$ cat src/rtl/pipeline_hazard_ctrl.sv
// Stall/flush scheduler for the 5-stage RV32I pipeline.
// Owns load-use bubbles, LSU waits, redirect flushes, debug drain/halt and stall counting.
module pipeline_hazard_ctrl #(
  parameter int CNT_W       = 32,
  parameter int MEM_TIMEOUT = 255,
  parameter int DRAIN_CYC   = 3
) (
  input  logic             i_clk,
  input  logic             i_rst_n,
  input  logic [4:0]       i_id_rs1_addr,
  input  logic [4:0]       i_id_rs2_addr,
  input  logic             i_id_rs1_used,
  input  logic             i_id_rs2_used,
  input  logic [4:0]       i_ex_rd_addr,
  input  logic             i_ex_rd_wren,
  input  logic             i_ex_is_load,
  input  logic             i_ex_redirect,
  input  logic             i_mem_req,
  input  logic             i_mem_ready,
  input  logic             i_halt_req,
  input  logic             i_resume,
  output logic             o_pc_en,
  output logic             o_ifid_en,
  output logic             o_idex_en,
  output logic             o_exmem_en,
  output logic             o_memwb_en,
  output logic             o_ifid_flush,
  output logic             o_idex_flush,
  output logic [1:0]       o_state,
  output logic [CNT_W-1:0] o_stall_cnt,
  output logic             o_mem_timeout
);

  localparam int TW = (MEM_TIMEOUT > 1) ? $clog2(MEM_TIMEOUT + 1) : 1;
  localparam int DW = (DRAIN_CYC > 1) ? $clog2(DRAIN_CYC + 1) : 1;

  typedef enum logic [1:0] {
    S_RUN   = 2'b00,
    S_MWAIT = 2'b01,
    S_DRAIN = 2'b10,
    S_HALT  = 2'b11
  } state_e;

  state_e           state_q, state_d;
  logic [TW-1:0]    tmo_cnt_q, tmo_cnt_d;
  logic [DW-1:0]    drn_cnt_q, drn_cnt_d;
  logic [CNT_W-1:0] stall_cnt_q, stall_cnt_d;
  logic             mem_tmo_q, mem_tmo_d;

  logic hz_lu;
  logic mwait;
  logic pc_en, ifid_en, idex_en, exmem_en, memwb_en;
  logic ifid_fl, idex_fl;

  // Load-use hazard against EX and the LSU wait condition.
  always_comb begin
    hz_lu = i_ex_is_load & i_ex_rd_wren & (i_ex_rd_addr != 5'd0) &
            ((i_id_rs1_used & (i_id_rs1_addr == i_ex_rd_addr)) |
             (i_id_rs2_used & (i_id_rs2_addr == i_ex_rd_addr)));
    mwait = i_mem_req & ~i_mem_ready;
  end

  // Stage enables, flush strobes and next state from state and hazards.
  always_comb begin
    pc_en     = 1'b0;
    ifid_en   = 1'b0;
    idex_en   = 1'b0;
    exmem_en  = 1'b0;
    memwb_en  = 1'b0;
    ifid_fl   = 1'b0;
    idex_fl   = 1'b0;
    state_d   = state_q;
    drn_cnt_d = drn_cnt_q;
    unique case (state_q)
      S_RUN, S_MWAIT: begin
        if (mwait) begin
          state_d = S_MWAIT;
        end else begin
          state_d = S_RUN;
          priority case (1'b1)
            i_ex_redirect: begin
              pc_en    = 1'b1;
              ifid_en  = 1'b1;
              idex_en  = 1'b1;
              exmem_en = 1'b1;
              memwb_en = 1'b1;
              ifid_fl  = 1'b1;
              idex_fl  = 1'b1;
            end
            hz_lu: begin
              idex_en  = 1'b1;
              exmem_en = 1'b1;
              memwb_en = 1'b1;
              idex_fl  = 1'b1;
            end
            i_halt_req: begin
              ifid_en   = 1'b1;
              idex_en   = 1'b1;
              exmem_en  = 1'b1;
              memwb_en  = 1'b1;
              ifid_fl   = 1'b1;
              state_d   = S_DRAIN;
              drn_cnt_d = '0;
            end
            default: begin
              pc_en    = 1'b1;
              ifid_en  = 1'b1;
              idex_en  = 1'b1;
              exmem_en = 1'b1;
              memwb_en = 1'b1;
            end
          endcase
        end
      end
      S_DRAIN: begin
        if (!mwait) begin
          ifid_en   = 1'b1;
          idex_en   = 1'b1;
          exmem_en  = 1'b1;
          memwb_en  = 1'b1;
          ifid_fl   = 1'b1;
          idex_fl   = i_ex_redirect;
          drn_cnt_d = drn_cnt_q + 1'b1;
          if (drn_cnt_d == DW'(DRAIN_CYC)) begin
            state_d   = S_HALT;
            drn_cnt_d = '0;
          end
        end
      end
      S_HALT: begin
        if (i_resume && !i_halt_req) state_d = S_RUN;
      end
      default: state_d = S_RUN;
    endcase
    if (!i_rst_n) begin
      pc_en    = 1'b0;
      ifid_en  = 1'b0;
      idex_en  = 1'b0;
      exmem_en = 1'b0;
      memwb_en = 1'b0;
      ifid_fl  = 1'b1;
      idex_fl  = 1'b1;
    end
  end

  // Wait-length tracking, sticky timeout and saturating stall count.
  always_comb begin
    tmo_cnt_d   = '0;
    mem_tmo_d   = mem_tmo_q;
    stall_cnt_d = stall_cnt_q;
    if (mwait && state_q != S_HALT) begin
      if (tmo_cnt_q == TW'(MEM_TIMEOUT)) tmo_cnt_d = tmo_cnt_q;
      else tmo_cnt_d = tmo_cnt_q + 1'b1;
      if (MEM_TIMEOUT != 0 && tmo_cnt_d == TW'(MEM_TIMEOUT)) mem_tmo_d = 1'b1;
    end
    if (!pc_en && state_q != S_HALT && stall_cnt_q != '1)
      stall_cnt_d = stall_cnt_q + 1'b1;
  end

  // State and counter registers.
  always_ff @(posedge i_clk or negedge i_rst_n) begin
    if (!i_rst_n) begin
      state_q     <= S_RUN;
      tmo_cnt_q   <= '0;
      drn_cnt_q   <= '0;
      stall_cnt_q <= '0;
      mem_tmo_q   <= 1'b0;
    end else begin
      state_q     <= state_d;
      tmo_cnt_q   <= tmo_cnt_d;
      drn_cnt_q   <= drn_cnt_d;
      stall_cnt_q <= stall_cnt_d;
      mem_tmo_q   <= mem_tmo_d;
    end
  end

  assign o_pc_en       = pc_en;
  assign o_ifid_en     = ifid_en;
  assign o_idex_en     = idex_en;
  assign o_exmem_en    = exmem_en;
  assign o_memwb_en    = memwb_en;
  assign o_ifid_flush  = ifid_fl;
  assign o_idex_flush  = idex_fl;
  assign o_state       = state_q;
  assign o_stall_cnt   = stall_cnt_q;
  assign o_mem_timeout = mem_tmo_q;

endmodule
$ cat config.mk
export PLATFORM = sky130hd
export DESIGN_NAME = pipeline_hazard_ctrl
export DESIGN_NICKNAME = d
export VERILOG_FILES = /design/src/rtl/pipeline_hazard_ctrl.sv
export SDC_FILE = /design/constraint.sdc
export NUM_CORES = 1
export LEC_CHECK = 0
export ABC_AREA = 1
export BUFFER_PORTS_ARGS = -buffer_cell sky130_fd_sc_hd__buf_2
export CORE_MARGIN = 2
export CORE_UTILIZATION = 55
export CTS_BUF_LIST = sky130_fd_sc_hd__clkbuf_4 sky130_fd_sc_hd__clkbuf_8
export CTS_CLUSTER_SIZE = 24
export DETAILED_ROUTE_END_ITERATION = 7
export GPL_TIMING_DRIVEN = 0
export PLACE_DENSITY = 0.77
export SLEW_MARGIN = 25
export SYNTH_ARGS = -nofsm -noshare
export SYNTH_HDL_FRONTEND = slang
export SYNTH_SLANG_ARGS = --single-unit
$ cat constraint.sdc
create_clock -name i_clk -period 1.8 [get_ports i_clk]
set_clock_uncertainty 0.05 [all_clocks]
set_input_delay 0.27 -clock i_clk [delete_from_list [all_inputs] [get_ports i_clk]]
set_output_delay 0.27 -clock i_clk [all_outputs]
set_load 0.1 [all_outputs]
==> metrics.md <==
| Metric | Value |
|---|---|
| Status | finished, violations left |
| Violations in the final reports | hold timing, setup timing |
| Area of the multi-input gates | between 0.002 and 0.0025 mm^2 |
| Cell taking the most area after synthesis | dfrtp_1 |
| Layout filler cell count | between 300 and 400 |
| Number of hold-slack violations in the final timing report | 45 |
| Final setup fails | 26 |
| Max FO, Critical Path | 5 |
| Final slew viol count | 0 |
| Number of primary I/O pins | 68 |
| Fraction of post-synthesis cell area in the top cell type by area | between 30% and 40% |
| Number of different library cells in the post-synthesis netlist | 28 |
| Non-filler cells, final | between 600 and 700 |
| Synthesized instance count | ~480 |
| Minimum period implied by the final worst setup slack | 1.95 ns |
| Count of yosys warnings during synthesis | 0 |
| Cell Area, Synth | 0.00318 mm^2 |
| Total global routing overflow | 0 |
| Power per cell area | roughly 980 mW/mm^2 |
| Top Metal Used | met4 |
| Data required time of the critical path | about 1.5 ns |
| Fin Hold WS | -0.186 ns |
| Synth-to-Final Area Change | 45.3% |
| Setup repair after global routing missed its margin | yes |
| Effective utilization at floorplan | 57.3% |
| Register area | approximately 0.0012 mm^2 |
| Ys flop type | dfrtp_1 |
| Post-synth net total | between 500 and 600 |
| Overall track demand over capacity in global routing | about a quarter |
| Synth top area cells | dfrtp_1, nand2_1, inv_1 |
| Total met2 wirelength after detailed routing | 4860 um |
| Final critical-path share of the clock period | 109% |
| Post-DR wirelength/cell | about 15 um |
| Max cap viols | 0 |
| Total die area | around 0.0064 mm^2 |
| Number of levels the H-tree was split into | 2 |
| Clock-pin slew on the worst setup and hold paths | ~0.1 ns |
| Die height | ~80 um |
| Critical Path End Type | output pin |
| Number of synthesized flops with an enable pin | 0 |
| Flop2flop setup slack | -0.08 ns |
| Count of unresolved DRC violations after routing | 0 |
| Wire length on met3 | between 600 and 700 um |
| Worst Setup Path Type | reg -> out |
| Leakage power figure | ~2.3 nW |
| DRT antenna net count | 0 |
| Post-DR vias/cell | 5.57 |
| Cell count after placement | approximately 620 |
| Flip-flop and latch count after synthesis | 45 |
| Worst path arrival time | around 1.6 ns |
| Most repeated cell in the gate-level netlist after synthesis | nand2_1 |
| Floorplan Core Area | between 0.005 and 0.006 mm^2 |
| DP Wirelength | a little under 6000 um |
| Clock tree from TritonCTS | done |
| Maximum frequency from static timing analysis | 0.512 GHz |
| Wire length of the first global-routing pass | roughly 14000 um |
| Slew at the pin closest to its max-slew limit | around 0.67 ns |
| Number of antenna violations at the first check in global routing | 0 |
| NumNets Final | 610 |
| Total power of the final layout | 4.51 mW |
| Largest vdd supply drop | between 1000 and 1500 uV |
| Setup Slack @ Placement | -0.738 ns |
| Post-Route M1 WL | ~4100 um |
| Sequential share of the synthesized area | between 30% and 40% |
| Largest net degree at the start of global routing | just under 50 |
| Number of optimization iterations in the first detailed-route pass | 7 |
| DIE WIDTH | roughly 80 um |
| Clock tree sinks | 45 |
| Total wire length | between 9000 and 10000 um |
| Proportion of synthesized flip-flops having asynchronous set or reset | 100% |
| Clk Latency, worst-skew pair | roughly 0.3 ns |
| Initial drt markers | about 240 |
| Critical path launch point type | flop |
| Top post-synthesis cells by count | nand2_1, inv_1, nor2_1 |
| IO buf count | 67 |
| Setup WS post-layout | -0.154 ns |
| Cell chosen for the clock root | clkbuf_8 |
| Rel. slew slack | a little under three fifths |
| Deepest clock path buffer count | 2 |
| Count of antenna diodes in the layout | 0 |
| TNS Setup | -1.31 ns |
| Fraction of layout instances using a drive strength above 1 | between 40% and 50% |
| Number of cell rows | 27 |
| Via count of the first global-routing pass | between 3k and 4k |
| Mean post-synth cell area | roughly 6.6 um^2 |
| Worst Hold Class | in -> async |
| CTS buffer count | 5 |
| Routability cong. | just under 0.9 |
| Via total after detailed routing | between 3k and 4k |
## worst max-delay path, cell delays in order, from the launching register on
cell,delay [ns]
dfrtp_4,0.54
nand2_8,0.09
inv_6,0.04
nor3_4,0.21
o21ai_1,0.11
bufinv_8,0.19
buf_12,0.16
## sequential cells by signal, indices dropped and copies added (netlist names)
signal and cells:
o_stall_cnt 32, tmo_cnt_q 8, drn_cnt_q 2, o_state 2, o_mem_timeout 1
## metal layers
metal | track usage, % | vias to the layer above
met2 | 45.3 | 173
met3 | 3.51 | 35
met5 | 0 | -
li1 | - | 1737
met1 | 35.8 | 1705
met4 | 6.95 | 0
## final cells by class
| class | instances | area share [%] |
|---|---|---|
| buffer | 12 | 2.03 |
| inverter | 80 | 7.00 |
| multi-input combinational | 341 | 44.7 |
| sequential | 45 | 26.7 |
| clock buffer | 7 | 2.09 |
| timing repair buffer | 97 | 15.4 |
| clock inverter | 1 | 0.108 |
| tap | 72 | 1.95 |
## cells in the final DEF, fill, tap and decap left out, types with 6 or more instances in the layout
master	n
nand2_1	117
inv_1	69
buf_2	59
nand4_1	40
nor2_1	34
buf_4	29
nand2_2	26
nand3_1	25
dfrtp_4	25
nor2_4	15
a21oi_1	11
dfrtp_1	11
nor2_2	10
xor2_1	10
nand3_2	10
dfrtp_2	9
inv_2	8
nand2_4	7
clkbuf_8	7
o21ai_0	6
buf_8	6
## logic make-up after synthesis
family	count (synthesis)	synth area share, %
AO/OA/AOI/OAI	21	3.39
XOR/XNOR	14	3.86
adder cells (fa/ha/maj)	2	0.788
buffers and inverters	94	12.2
flip-flops	45	35.5
AND/OR/NAND/NOR	302	44.3
## power breakdown
| group | internal [mW] | switching, mW |
|---|---|---|
| registers | 1.16 | 0.175 |
| logic | 0.756 | 1.70 |
| clock network | 0.348 | 0.364 |
| total | 2.27 | 2.24 |
## per-stage QoR
stage,cell area [um^2],util [%]
global placement,3830,69.2
global route,4610,83.3
floorplan,3410,-
finish,4610,83.3
detailed placement,3830,69.2
CTS,4110,74.1
## worst paths after layout
path	start	endpoint	cells past startpoint
worst min register to register	o_mem_timeout	o_mem_timeout	2
worst max-delay path	o_state[1]	o_ifid_en	6
worst max register to register	o_stall_cnt[0]	o_stall_cnt[7]	9
max in group asynchronous	i_rst_n	o_stall_cnt[24]	1
min in group i_clk	i_ex_redirect	o_state[1]	4
worst min-delay path	i_rst_n	o_stall_cnt[9]	1
## what timing repair did
item / CTS / global route
gates resized for setup: 36 / 78
gates cloned: 0 / 4
endpoints found under the hold margin: 45 / 45
buffers inserted: 4 / 24
pin swaps: 2 / 45
setup endpoints to repair: 9 / 34
Note: power is estimated with default switching activity, not from simulation.
